File: src/rtl/frame_sched_pkg.sv
// frame_sched_pkg: shared types and defaults for the VS-paced frame scheduler.
// Contents:
//   frame_sched_state_t : scheduler FSM states
//   *_DEF               : default SYNC_STAGES / FRAME_W / WDOG_CYCLES
//   DROP_MAX            : saturation value of the dropped-frame counter
//   drop_inc()          : saturating increment for the dropped-frame counter
package frame_sched_pkg;

  typedef enum logic [1:0] {
    WAIT_EDGE = 2'd0,
    COMMIT    = 2'd1,
    TICK      = 2'd2,
    RUN       = 2'd3
  } frame_sched_state_t;

  localparam int SYNC_STAGES_DEF = 2;
  localparam int FRAME_W_DEF     = 16;
  localparam int WDOG_CYCLES_DEF = 2_000_000;

  localparam logic [7:0] DROP_MAX = 8'd255;

  function automatic logic [7:0] drop_inc(input logic [7:0] cnt);
    return (cnt == DROP_MAX) ? cnt : cnt + 8'd1;
  endfunction

endpackage

File: src/rtl/frame_scheduler_vs_edge_sync.sv
// vs_edge_sync: brings the 25 MHz-domain VGA vertical sync into clk and
// produces a one-cycle strobe on its falling edge.
// Ports:
//   clk, rst_n : clock, asynchronous active-low reset
//   vs_i       : raw vertical sync (active low)
//   edge_o     : one-cycle pulse, SYNC_STAGES+0 cycles after vs_i low is
//                first sampled (registered strobe)
// All flops reset to the "VS high" level so leaving reset never looks like
// a falling edge.
module vs_edge_sync #(
  parameter int SYNC_STAGES = 2
) (
  input  logic clk,
  input  logic rst_n,
  input  logic vs_i,
  output logic edge_o
);

  logic [SYNC_STAGES-1:0] sync_q;
  logic                   last_q;
  logic                   edge_q;

  always_ff @(posedge clk or negedge rst_n) begin
    if (!rst_n) begin
      sync_q <= '1;
      last_q <= 1'b1;
      edge_q <= 1'b0;
    end else begin
      sync_q <= {sync_q[SYNC_STAGES-2:0], vs_i};
      last_q <= sync_q[SYNC_STAGES-1];
      // Registered so the strobe lands exactly SYNC_STAGES cycles after the
      // first low sample.
      edge_q <= last_q & ~sync_q[SYNC_STAGES-1];
    end
  end

  assign edge_o = edge_q;

endmodule

File: src/rtl/frame_scheduler.sv
// frame_scheduler: paces game-logic updates and display-buffer commits from
// the VGA vertical sync. Each frame edge first commits the last completed
// game state (if any) and then starts the next update.
// Ports:
//   clk, rst_n  : 100 MHz clock, asynchronous active-low reset
//   vs          : VGA vertical sync (active low, foreign clock domain)
//   logic_done  : pulse, update started by tick has finished
//   ovr_clr     : pulse, clears overrun and drop_cnt
//   tick        : pulse, start one game update
//   commit      : pulse, load display buffer from game state
//   busy        : update in flight
//   frame_cnt   : wrapping count of frame edges (real or synthetic)
//   drop_cnt    : saturating count of frames lost to overrun
//   overrun     : sticky, set on any dropped frame
// Build option: define FRAME_SCHED_WDOG_EN to add a watchdog that generates
// a synthetic frame edge after WDOG_CYCLES cycles without a real one.
module frame_scheduler
  import frame_sched_pkg::*;
#(
  parameter int SYNC_STAGES = SYNC_STAGES_DEF,
  parameter int FRAME_W     = FRAME_W_DEF,
  parameter int WDOG_CYCLES = WDOG_CYCLES_DEF
) (
  input  logic               clk,
  input  logic               rst_n,
  input  logic               vs,
  input  logic               logic_done,
  input  logic               ovr_clr,
  output logic               tick,
  output logic               commit,
  output logic               busy,
  output logic [FRAME_W-1:0] frame_cnt,
  output logic [7:0]         drop_cnt,
  output logic               overrun
);

  if (SYNC_STAGES < 2 || WDOG_CYCLES < 2) begin : g_bad_param
    $error("frame_scheduler: SYNC_STAGES and WDOG_CYCLES must be >= 2");
  end

  frame_sched_state_t state_q;
  logic               pending_q;
  logic               tick_q;
  logic               commit_q;
  logic               busy_q;
  logic [FRAME_W-1:0] frame_cnt_q;
  logic [FRAME_W-1:0] frame_cnt_d;
  logic [7:0]         drop_cnt_q;
  logic               overrun_q;
  logic               real_edge;
  logic               frame_edge;

  vs_edge_sync #(
    .SYNC_STAGES(SYNC_STAGES)
  ) u_vs_edge_sync (
    .clk   (clk),
    .rst_n (rst_n),
    .vs_i  (vs),
    .edge_o(real_edge)
  );

`ifdef FRAME_SCHED_WDOG_EN
  localparam int WDOG_W = $clog2(WDOG_CYCLES);

  logic [WDOG_W-1:0] wdog_q;
  logic              wdog_hit;

  assign wdog_hit = (wdog_q == WDOG_W'(WDOG_CYCLES - 1));

  // Any real edge restarts the silence window; a hit restarts it too so
  // synthetic edges repeat every WDOG_CYCLES cycles while VS is absent.
  always_ff @(posedge clk or negedge rst_n) begin
    if (!rst_n) begin
      wdog_q <= '0;
    end else if (real_edge || wdog_hit) begin
      wdog_q <= '0;
    end else begin
      wdog_q <= wdog_q + WDOG_W'(1);
    end
  end

  assign frame_edge = real_edge | wdog_hit;
`else
  assign frame_edge = real_edge;
`endif

  assign frame_cnt_d = frame_cnt_q + FRAME_W'(1);

  always_ff @(posedge clk or negedge rst_n) begin
    if (!rst_n) begin
      state_q     <= WAIT_EDGE;
      pending_q   <= 1'b0;
      tick_q      <= 1'b0;
      commit_q    <= 1'b0;
      busy_q      <= 1'b0;
      frame_cnt_q <= '0;
      drop_cnt_q  <= '0;
      overrun_q   <= 1'b0;
    end else begin
      tick_q   <= 1'b0;
      commit_q <= 1'b0;

      if (frame_edge) begin
        frame_cnt_q <= frame_cnt_d;
      end

      // A drop in the same cycle overrides this clear below.
      if (ovr_clr) begin
        drop_cnt_q <= '0;
        overrun_q  <= 1'b0;
      end

      case (state_q)
        WAIT_EDGE: begin
          if (frame_edge) begin
            if (pending_q) begin
              state_q  <= COMMIT;
              commit_q <= 1'b1;
            end else begin
              state_q <= TICK;
              tick_q  <= 1'b1;
            end
          end
        end
        COMMIT: begin
          pending_q <= 1'b0;
          state_q   <= TICK;
          tick_q    <= 1'b1;
        end
        TICK: begin
          state_q <= RUN;
          busy_q  <= 1'b1;
        end
        RUN: begin
          if (logic_done) begin
            // Completion beats a coinciding edge: the edge then commits it.
            pending_q <= 1'b1;
            busy_q    <= 1'b0;
            if (frame_edge) begin
              state_q  <= COMMIT;
              commit_q <= 1'b1;
            end else begin
              state_q <= WAIT_EDGE;
            end
          end else if (frame_edge) begin
            drop_cnt_q <= ovr_clr ? 8'd1 : drop_inc(drop_cnt_q);
            overrun_q  <= 1'b1;
          end
        end
        default: state_q <= WAIT_EDGE;
      endcase
    end
  end

  assign tick      = tick_q;
  assign commit    = commit_q;
  assign busy      = busy_q;
  assign frame_cnt = frame_cnt_q;
  assign drop_cnt  = drop_cnt_q;
  assign overrun   = overrun_q;

endmodule

File: config.mk
export PLATFORM = sky130hd
export DESIGN_NAME = frame_scheduler
export DESIGN_NICKNAME = d
export VERILOG_FILES = /design/src/rtl/frame_sched_pkg.sv /design/src/rtl/frame_scheduler_vs_edge_sync.sv /design/src/rtl/frame_scheduler.sv
export SDC_FILE = /design/constraint.sdc
export NUM_CORES = 1
export LEC_CHECK = 0
export CAP_MARGIN = 20
export CORE_MARGIN = 5
export CORE_UTILIZATION = 48
export CTS_BUF_LIST = sky130_fd_sc_hd__clkbuf_4
export DETAILED_ROUTE_END_ITERATION = 8
export PLACE_DENSITY = 0.87
export SLEW_MARGIN = 20
export SYNTH_ARGS = -nofsm -noshare
export SYNTH_HDL_FRONTEND = slang
export SYNTH_HIERARCHICAL = 1
export SYNTH_SLANG_ARGS = --single-unit
export TNS_END_PERCENT = 50
File: constraint.sdc
create_clock -name clk -period 1.3 [get_ports clk]
set_input_delay 0.13 -clock clk [delete_from_list [all_inputs] [get_ports clk]]
set_output_delay 0.13 -clock clk [all_outputs]
set_load 0.03 [all_outputs]
# == Word level (Yosys, flattened, before mapping) ==
# Cells that the tools add are included.
# op_classes
add_sub_neg,2
n_eq_ne,7
mux,27
bitwise_logic,2
reduce_logical,6
# ops
operator,count
$mux 8,6
$add 16x1->16 const B,1
$mux 1,13
$add 8x1->8 const B,1
$eq 8x8->1 const B,1
$pmux 1 s2,4
$pmux 2 s4,1
$mux 2,3
$reduce_and 2->1,3
$ne 5x5->1 const B,1
$eq 2x2->1 const B,2
$reduce_bool 2->1,2
$eq 2x1->1 const B,1
$logic_not 2->1,1
$ne 2x1->1 const B,1
$ne 2x2->1 const B,1
$and 1x1->1,1
$not 1->1,1
# totals
register_bits,35
inputBits,5
out_inout_bits,28
elab_cells,55

# == Longest topological paths before layout ==
# Gate-level depths: netlist (run 1).
# depth
word_depth,6
depth_mapped,6
mapped_depth_nobuf,6

# == By module ==
# The synthesis (run 1) kept the hierarchy.
# modules_own_cells
module,n_inst,cells_each,area_each_um2,seq_area_each_um2
frame_scheduler,1,138,1564.0,775.7
vs_edge_sync,1,5,117.6,103.8

# == Least setup slack after synthesis (run 1) ==
# Ideal clock, no wire load.
# synth_path
kind,flip-flop to flip-flop
start,"reg drop_cnt_q[1], in the netlist drop_cnt[1]"
end,"reg drop_cnt_q[1], in the netlist drop_cnt[1]"
setup_time_ps,131
arrival_ps,1538
path_slack_ps,-369
path_stages_with_launch,6
n_path_buf,0
period_less_slack_ps,1669
cell_sequence,dfrtp_1 -> ha_1 -> nand2_2 -> o41ai_4 -> mux2i_1 -> nor2_1
# synth_between
elab_chain_len,6
elab_cells_between_ends,9
# synth_rtl
item,line,text
start: declaration,frame_scheduler.sv:48,logic [7:0] drop_cnt_q;
start signal: assignment,frame_scheduler.sv:146,drop_cnt_q <= ovr_clr ? 8'd1 : drop_inc(drop_cnt_q);
$add 8x1->8,frame_sched_pkg.sv:23,return (cnt == DROP_MAX) ? cnt : cnt + 8'd1;
$mux 8,frame_sched_pkg.sv:23,
$mux 8,frame_scheduler.sv:146,
$mux 8,frame_scheduler.sv:145,end else if (frame_edge) begin
$mux 8,frame_scheduler.sv:135,if (logic_done) begin
$mux 8,frame_scheduler.sv:113,case (state_q)
# Several ways; a longest one is shown, not always the timed one. The select of a mux whose other input is x is not followed.
# A chain may end at the register's enable or synchronous reset.

# == Final worst setup path (run 1) ==
# layout_path
start,reg state_q[0]
end,reg state_q[0]
# layout_between
elab_chain_len,3
elab_cells_between_ends,8
# layout_rtl
item,line,text
start: declaration,frame_scheduler.sv:41,frame_sched_state_t state_q;
start signal: assignment,frame_scheduler.sv:91,state_q <= WAIT_EDGE;
start signal: assignment,frame_scheduler.sv:117,state_q <= COMMIT;
start signal: assignment,frame_scheduler.sv:120,state_q <= TICK;
$eq 2x2->1 or $logic_not 2->1 (tied branches),frame_scheduler.sv:113,
$ne 2x2->1 (no source line) or $ne 2x1->1 (tied branches),n/a,
$reduce_and 2->1 (no source line),n/a,
# Several ways; a longest one is shown, not always the timed one.

==> run metrics, run 1 <==
vias in the first global route=1504; Setup TNS Final=-1.09 ns; Cell Int Power=approximately 2.4 mW; Leak=roughly 1.2 nW; Hold WC Path Type=in2async; syn avg cell area=11.8 µm²; hold slack=roughly 0.13 ns; Reg power frac=38.8%; switching share of power=roughly two fifths; Core Footprint=around 3400 µm²; critical path startpoint=state_q[0]; Final Util=77.0%; Final ANT Viol Nets=0; Tightest Pin Transition=0.350 ns; clk sink count=35; # IOs=33; clock power share=15.8%; CTS root buffer=clkbuf_4; Required @ worst endpoint=1.55 ns; antenna fix cells=0; worst vdd ir=roughly 1.1 mV; later-pin clock latency in the skew report=approximately 0.36 ns; setup ws final=-0.137 ns; H-tree levels=2; Setup CP Type=reg2reg; GPL Wtd Cong=between 0.9 and 1; Pwr Density=1530 nW/µm²; fillers=around 210; placed cell count=about 250; reg2reg setup slack=-0.14 ns; M2 GR Usage=34.3%; CTS Hold Bufs=0; reg2reg end=state_q[0]; FMAX=696 MHz; fin nets=230; DIE AREA=4790 µm²; Setup crit end=state_q[0]; Comb pwr share=around 45%; Finished Layout Cells=265; met3 layer usage reported by global route=5.36%; Post-Syn Area=1680 µm²; Max clock buf depth=2; Cell variety after synth=39; FF-to-FF path depth=5; Fin Clk Skew=between 0.009 and 0.01 ns; startpoint types=flop; Max Slew Vio Count=0; CTS tree=yes; largest net degree at the start of global routing=36; gr busiest metal=met2; CTS Buf Count=5; most common cell after layout, fill and taps aside=buf_4; Gate Count Post-Synth=143; minimum period implied by the final worst setup slack=1.44 ns; Total GRT Usage=a little under a fifth; dpl ws=-0.310 ns; most frequent cells in the layout=buf_4, clkdlybuf4s15_2, dfrtp_1, dfrtp_2, xnor2_1; Total Wirelength=~4500 µm; Die X=69.2 µm; Final Hold Viols=0; max cap viols=0; syn nets=155; post-DP HPWL=3030 µm; first-pass detailed-route iteration total=4; drt via density=5.32; final total power=3.95 mW; clk slew on worst S/H paths=0.12 ns; proportion of layout cells with a drive suffix above 1=55.7%; RSZ-0062 raised after global routing=yes; GRT overflow=0; sequential area share after synthesis=approximately 52%; Port Buf Inserts=32; drt wl/cell=16.8 µm; Synth-to-Final Area Change=54.0%; switching power=1.56 mW; met1 usage=20.3%; Rows=21; crit end category=flop; failing checks=setup timing; die span in y=69.2 µm; critical path peak fanout=3; DRC=0; DR vias=1410; Final Cycle Share=111%; relative slew slack=76.3%; Final setup viols=17; worst reg2reg path startpoint=state_q[0]; Initial Util=50.0%; Post-DP Area=about 2400 µm²; Design Area, Final=roughly 2600 µm²; global-route wire length before repair=7190 µm; initial antenna violation count=0; initial DRC count=93; outcome=finished, violations left; Yosys warning count=6; Yosys reg bits=35; Arrival @ worst endpoint=1.69 ns
-- worst min-delay path by stage --
stage	startpoint	to	slack (ns)	depth (start not counted)
after floorplan	rst_n	busy	-0.17	0
after global placement	u_vs_edge_sync/sync_q[0]	u_vs_edge_sync/sync_q[1]	0.35	0
after detailed placement	u_vs_edge_sync/sync_q[0]	u_vs_edge_sync/sync_q[1]	0.35	0
after CTS	rst_n	overrun	0.11	2
after global routing	rst_n	frame_cnt[14]	0.12	2
final	rst_n	drop_cnt[0]	0.13	2
-- logic make-up (layout without fill, tap and decap cells) --
family                   after synthesis  count (layout)  synth area share, %
AND/OR/NAND/NOR                       50              50                 18.5
flip-flops                            35              35                 52.3
AO/OA/AOI/OAI                         17              17                 8.04
XOR/XNOR                              17              17                 8.85
buffers and inverters                 10              86                 2.46
adder cells (fa/ha/maj)                7               7                 5.21
multiplexers                           7               7                 4.61
-- power groups by stage --
| stage | clock network [mW] | logic, mW | registers [mW] |
|---|---|---|---|
| after global routing | 0.691 | 1.91 | 1.57 |
| after global placement | 0 | 1.37 | 1.52 |
| final | 0.626 | 1.79 | 1.53 |
| after floorplan | 0 | 0.529 | 1.76 |
| after detailed placement | 0 | 1.48 | 1.55 |
| after CTS | 0.634 | 1.47 | 1.52 |
-- routing by layer --
metal	vias to the layer above	share of wire (%)
met3	11	3.6
met1	713	39
met5	-	0
li1	654	-
met4	0	1.7
met2	32	56
-- registers in the layout (all words and copies together) (netlist names), 2 cells and up --
register and cells:
u_vs_edge_sync/sync_q 2, frame_cnt 16, drop_cnt 8, state_q 2
-- critical path, cell delays in order (launching register included) --
cell and delay (ns):
dfrtp_1 0.46, inv_2 0.10, ha_1 0.23, a211oi_2 0.20, a21oi_1 0.07, mux2_4 0.27
-- cell type report --
class | instances | area [µm²] | area share, %
clock buffers | 5 | 37.5 | 1.45
clock inverters | 3 | 20.0 | 0.773
inverters | 8 | 30.0 | 1.16
multi-input cells | 98 | 900 | 34.7
flip-flops and latches | 35 | 898 | 34.7
well taps | 46 | 57.6 | 2.22
repair buffers | 70 | 647 | 25.0
-- synthesized netlist by cell type --
library cell,instances,area [µm²]
nor3_4,1,16.3
nand2b_1,1,6.26
nand3_1,6,30.0
mux2_2,2,22.5
and4_1,1,8.76
xnor2_1,11,96.3
a211oi_1,1,7.51
nor3b_1,1,7.51
o21ai_0,5,25.0
o41ai_4,1,27.5
ha_1,7,87.6
nor3_2,2,20.0
clkbuf_1,1,3.75
a21oi_1,2,10.0
nand3b_2,1,11.3
o21bai_1,1,7.51
a31o_2,1,8.76
a31oi_1,1,6.26
mux2_4,1,15.0
dfstp_2,3,78.8
nor2b_4,1,13.8
nand4_4,1,21.3
nand4_1,6,37.5
o311ai_1,1,8.76
buf_4,1,7.51
o22ai_1,2,12.5
a211oi_2,1,12.5
inv_1,8,30.0
dfrtp_1,32,801
and3_1,4,25.0
nor2_1,9,33.8
mux2i_1,4,40.0
nor2b_1,3,18.8
a311oi_1,1,8.76
and3b_1,1,8.76
nand2_1,7,26.3
xor2_1,6,52.6
nor3_1,4,20.0
nand2_2,1,6.26
-- repair_timing --
| item | in CTS | in global routing |
|---|---|---|
| endpoints found under the setup margin | 42 | 29 |
| setup buffers | 0 | 9 |
| pin swaps | 11 | 3 |
| resized for setup | 79 | 24 |
No activity file was read; power rests on OpenSTA's default activity.
==> inputs of run 2 (changes only) <==
CORE_MARGIN = 2   (was 5)
SLEW_MARGIN = not set   (was 20)
==> run 2 against run 1 <==
Compared with the run above:
- the run still ends with setup timing left
- non-clock buffer count increased by 6
- total power is 2.8% higher
- count of clock-buffer cells in the layout unchanged
- critical path type unchanged
- sequential cell count did not move
- final cell count up 2.3%
- die area down 17%
- critical endpoint unchanged
- wire length grew 1.1%
- clock power grew 24%
- clock skew rose by 0.0030 ns
- via count grew 4.0%
- sequential power barely moved
==> run metrics, run 2 (same netlist as run 1, synthesis figures left out) <==
Finished Layout Cells=271 (+2.3%); # IOs=33 (unchanged); startpoint types=flop; Final Util=76.9% (-0.11 points); placed cell count=250 (+0.81%); Max clock buf depth=2 (unchanged); Core Footprint=3360 µm² (unchanged); most frequent cells in the layout=buf_4, dfrtp_1, dfrtp_2, xnor2_1, clkbuf_2; post-DP HPWL=2980 µm (-1.5%); H-tree levels=2 (unchanged); Largest register FFs=16 (unchanged); Total Wirelength=4510 µm (+1.1%); dpl ws=-0.278 ns (+0.0321 ns); Tightest Pin Transition=0.314 ns (-0.0366 ns); Max Slew Vio Count=0 (unchanged); Rows=21 (unchanged); initial antenna violation count=0 (unchanged); max cap viols=0 (unchanged); drt wl/cell=16.6 µm (-1.1%); proportion of layout cells with a drive suffix above 1=53.3% (-2.4 points); minimum period implied by the final worst setup slack=1.44 ns (-0.000252 ns); hold slack=0.117 ns (-0.00805 ns); CTS root buffer=clkbuf_4; Synth-to-Final Area Change=53.8%; global-route wire length before repair=6990 µm (-2.8%); Leak=1.26 nW (+7.4%); FMAX=696 MHz (about the same); Fin Clk Skew=0.0130 ns (+0.00302 ns); fillers=205 (-3.3%); DR vias=1466 (+4.0%); vias in the first global route=1516 (+0.80%); later-pin clock latency in the skew report=0.36 ns (about the same); Setup CP Type=reg2reg; Reg area=897 µm² (-0.14%); DIE AREA=3990 µm² (-17%); RSZ-0062 raised after global routing=yes; Total GRT Usage=22.6% (+3.9 points); DRC=0 (unchanged); Initial Util=50.0% (unchanged); antenna fix cells=0 (unchanged); Port Buf Inserts=32 (unchanged); most common cell after layout, fill and taps aside=buf_4; Die X=63.2 µm (-8.7%); Final Cycle Share=111% (about the same); drt via density=5.41 (+1.7%); first-pass detailed-route iteration total=4 (unchanged); Pwr Density=1570 nW/µm² (+2.9%); crit end category=flop; CTS tree=yes; failing checks=setup timing; GPL Wtd Cong=0.829 (-9.0%); outcome=finished, violations left; die span in y=63.2 µm (-8.7%); Hold WC Path Type=in2async; relative slew slack=79.2% (+2.9 points); CTS Buf Count=5 (unchanged); clk slew on worst S/H paths=0.11 ns (about the same); GRT overflow=0 (unchanged); clk sink count=35 (unchanged); footprint of the multi-input gates=905 µm² (+0.56%); Required @ worst endpoint=1.55 ns (about the same); CTS Hold Bufs=0 (unchanged); initial DRC count=56 (-40%); Final setup viols=12 (-5); Final ANT Viol Nets=0 (unchanged); Final Hold Viols=0 (unchanged); fin nets=236 (+2.6%); critical path peak fanout=5 (+2); setup ws final=-0.137 ns (+0.000252 ns); Arrival @ worst endpoint=1.68 ns (about the same); largest net degree at the start of global routing=21 (-42%); worst vdd ir=1.05 mV (-6.8%)
-- run 2: cell count changes in the layout (fill, tap and decap cells not counted), moves of 2 or more --
cell             delta
clkdlybuf4s15_2    -14
clkbuf_2            +6
clkdlybuf4s15_1     +3
buf_4               +9
nor2_2              -2
clkinvlp_4          -2
dlygate4sd2_1       +4
-- run 2: repair_timing --
item / 4_1_cts / 5_1_grt
endpoints found under the setup margin: 46 / 34
resized for setup: 59 / 34
buffers inserted: 0 / 13
pin swaps: 10 / 7
-- run 2: cell type report --
cell class	count	area share [%]
sequential	35	34.7
tap	46	2.23
clock inverter	3	1.50
clock buffer	5	1.45
multi-input combinational	98	35.0
timing repair buffer	76	24.0
inverter	8	1.16
-- run 2: worst paths after layout --
kind	startpoint	to	slack, ns	depth (start not counted)
min in group clk	vs	u_vs_edge_sync/sync_q[0]	0.19	1
min reg2reg	u_vs_edge_sync/sync_q[0]	u_vs_edge_sync/sync_q[1]	0.37	0
max reg2reg	state_q[1]	state_q[0]	-0.14	5
min	rst_n	frame_cnt[15]	0.12	2
max in group asynchronous	rst_n	u_vs_edge_sync/sync_q[0]	0.92	2
max	state_q[1]	state_q[0]	-0.14	5
-- run 2: through the flow --
step / instance area [µm²] / setup TNS, ns / power, mW
5_1_grt: 2590 / -1.77 / 4.29
3_5_place_dp: 2370 / -1.68 / 3.02
6_report: 2590 / -0.735 / 4.06
4_1_cts: 2460 / -0.766 / 3.77
3_3_place_gp: 2370 / -1.08 / 2.92
2_1_floorplan: 1760 / -0.774 / 2.29
-- run 2: where the power goes --
| part | leakage [nW] | switching (mW) | internal, mW |
|---|---|---|---|
| clock | 0.0426 | 0.381 | 0.395 |
| sequential | 0.436 | 0.225 | 1.29 |
| combinational | 0.785 | 0.865 | 0.909 |
-- run 2: critical path, stage by stage, from the launching register on --
cell	delay, ns
dfrtp_1	0.45
ha_4	0.21
buf_4	0.14
a211oi_2	0.19
a21oi_1	0.08
mux2_4	0.27
-- run 2: routing by layer --
metal | vias to the layer above | wire length (µm) | track usage, %
met5 | - | 0 | 0
li1 | 662 | - | -
met3 | 12 | 157 | 4.29
met2 | 32 | 2500 | 42.0
met4 | 0 | 89 | 9.78
met1 | 760 | 1760 | 25.0
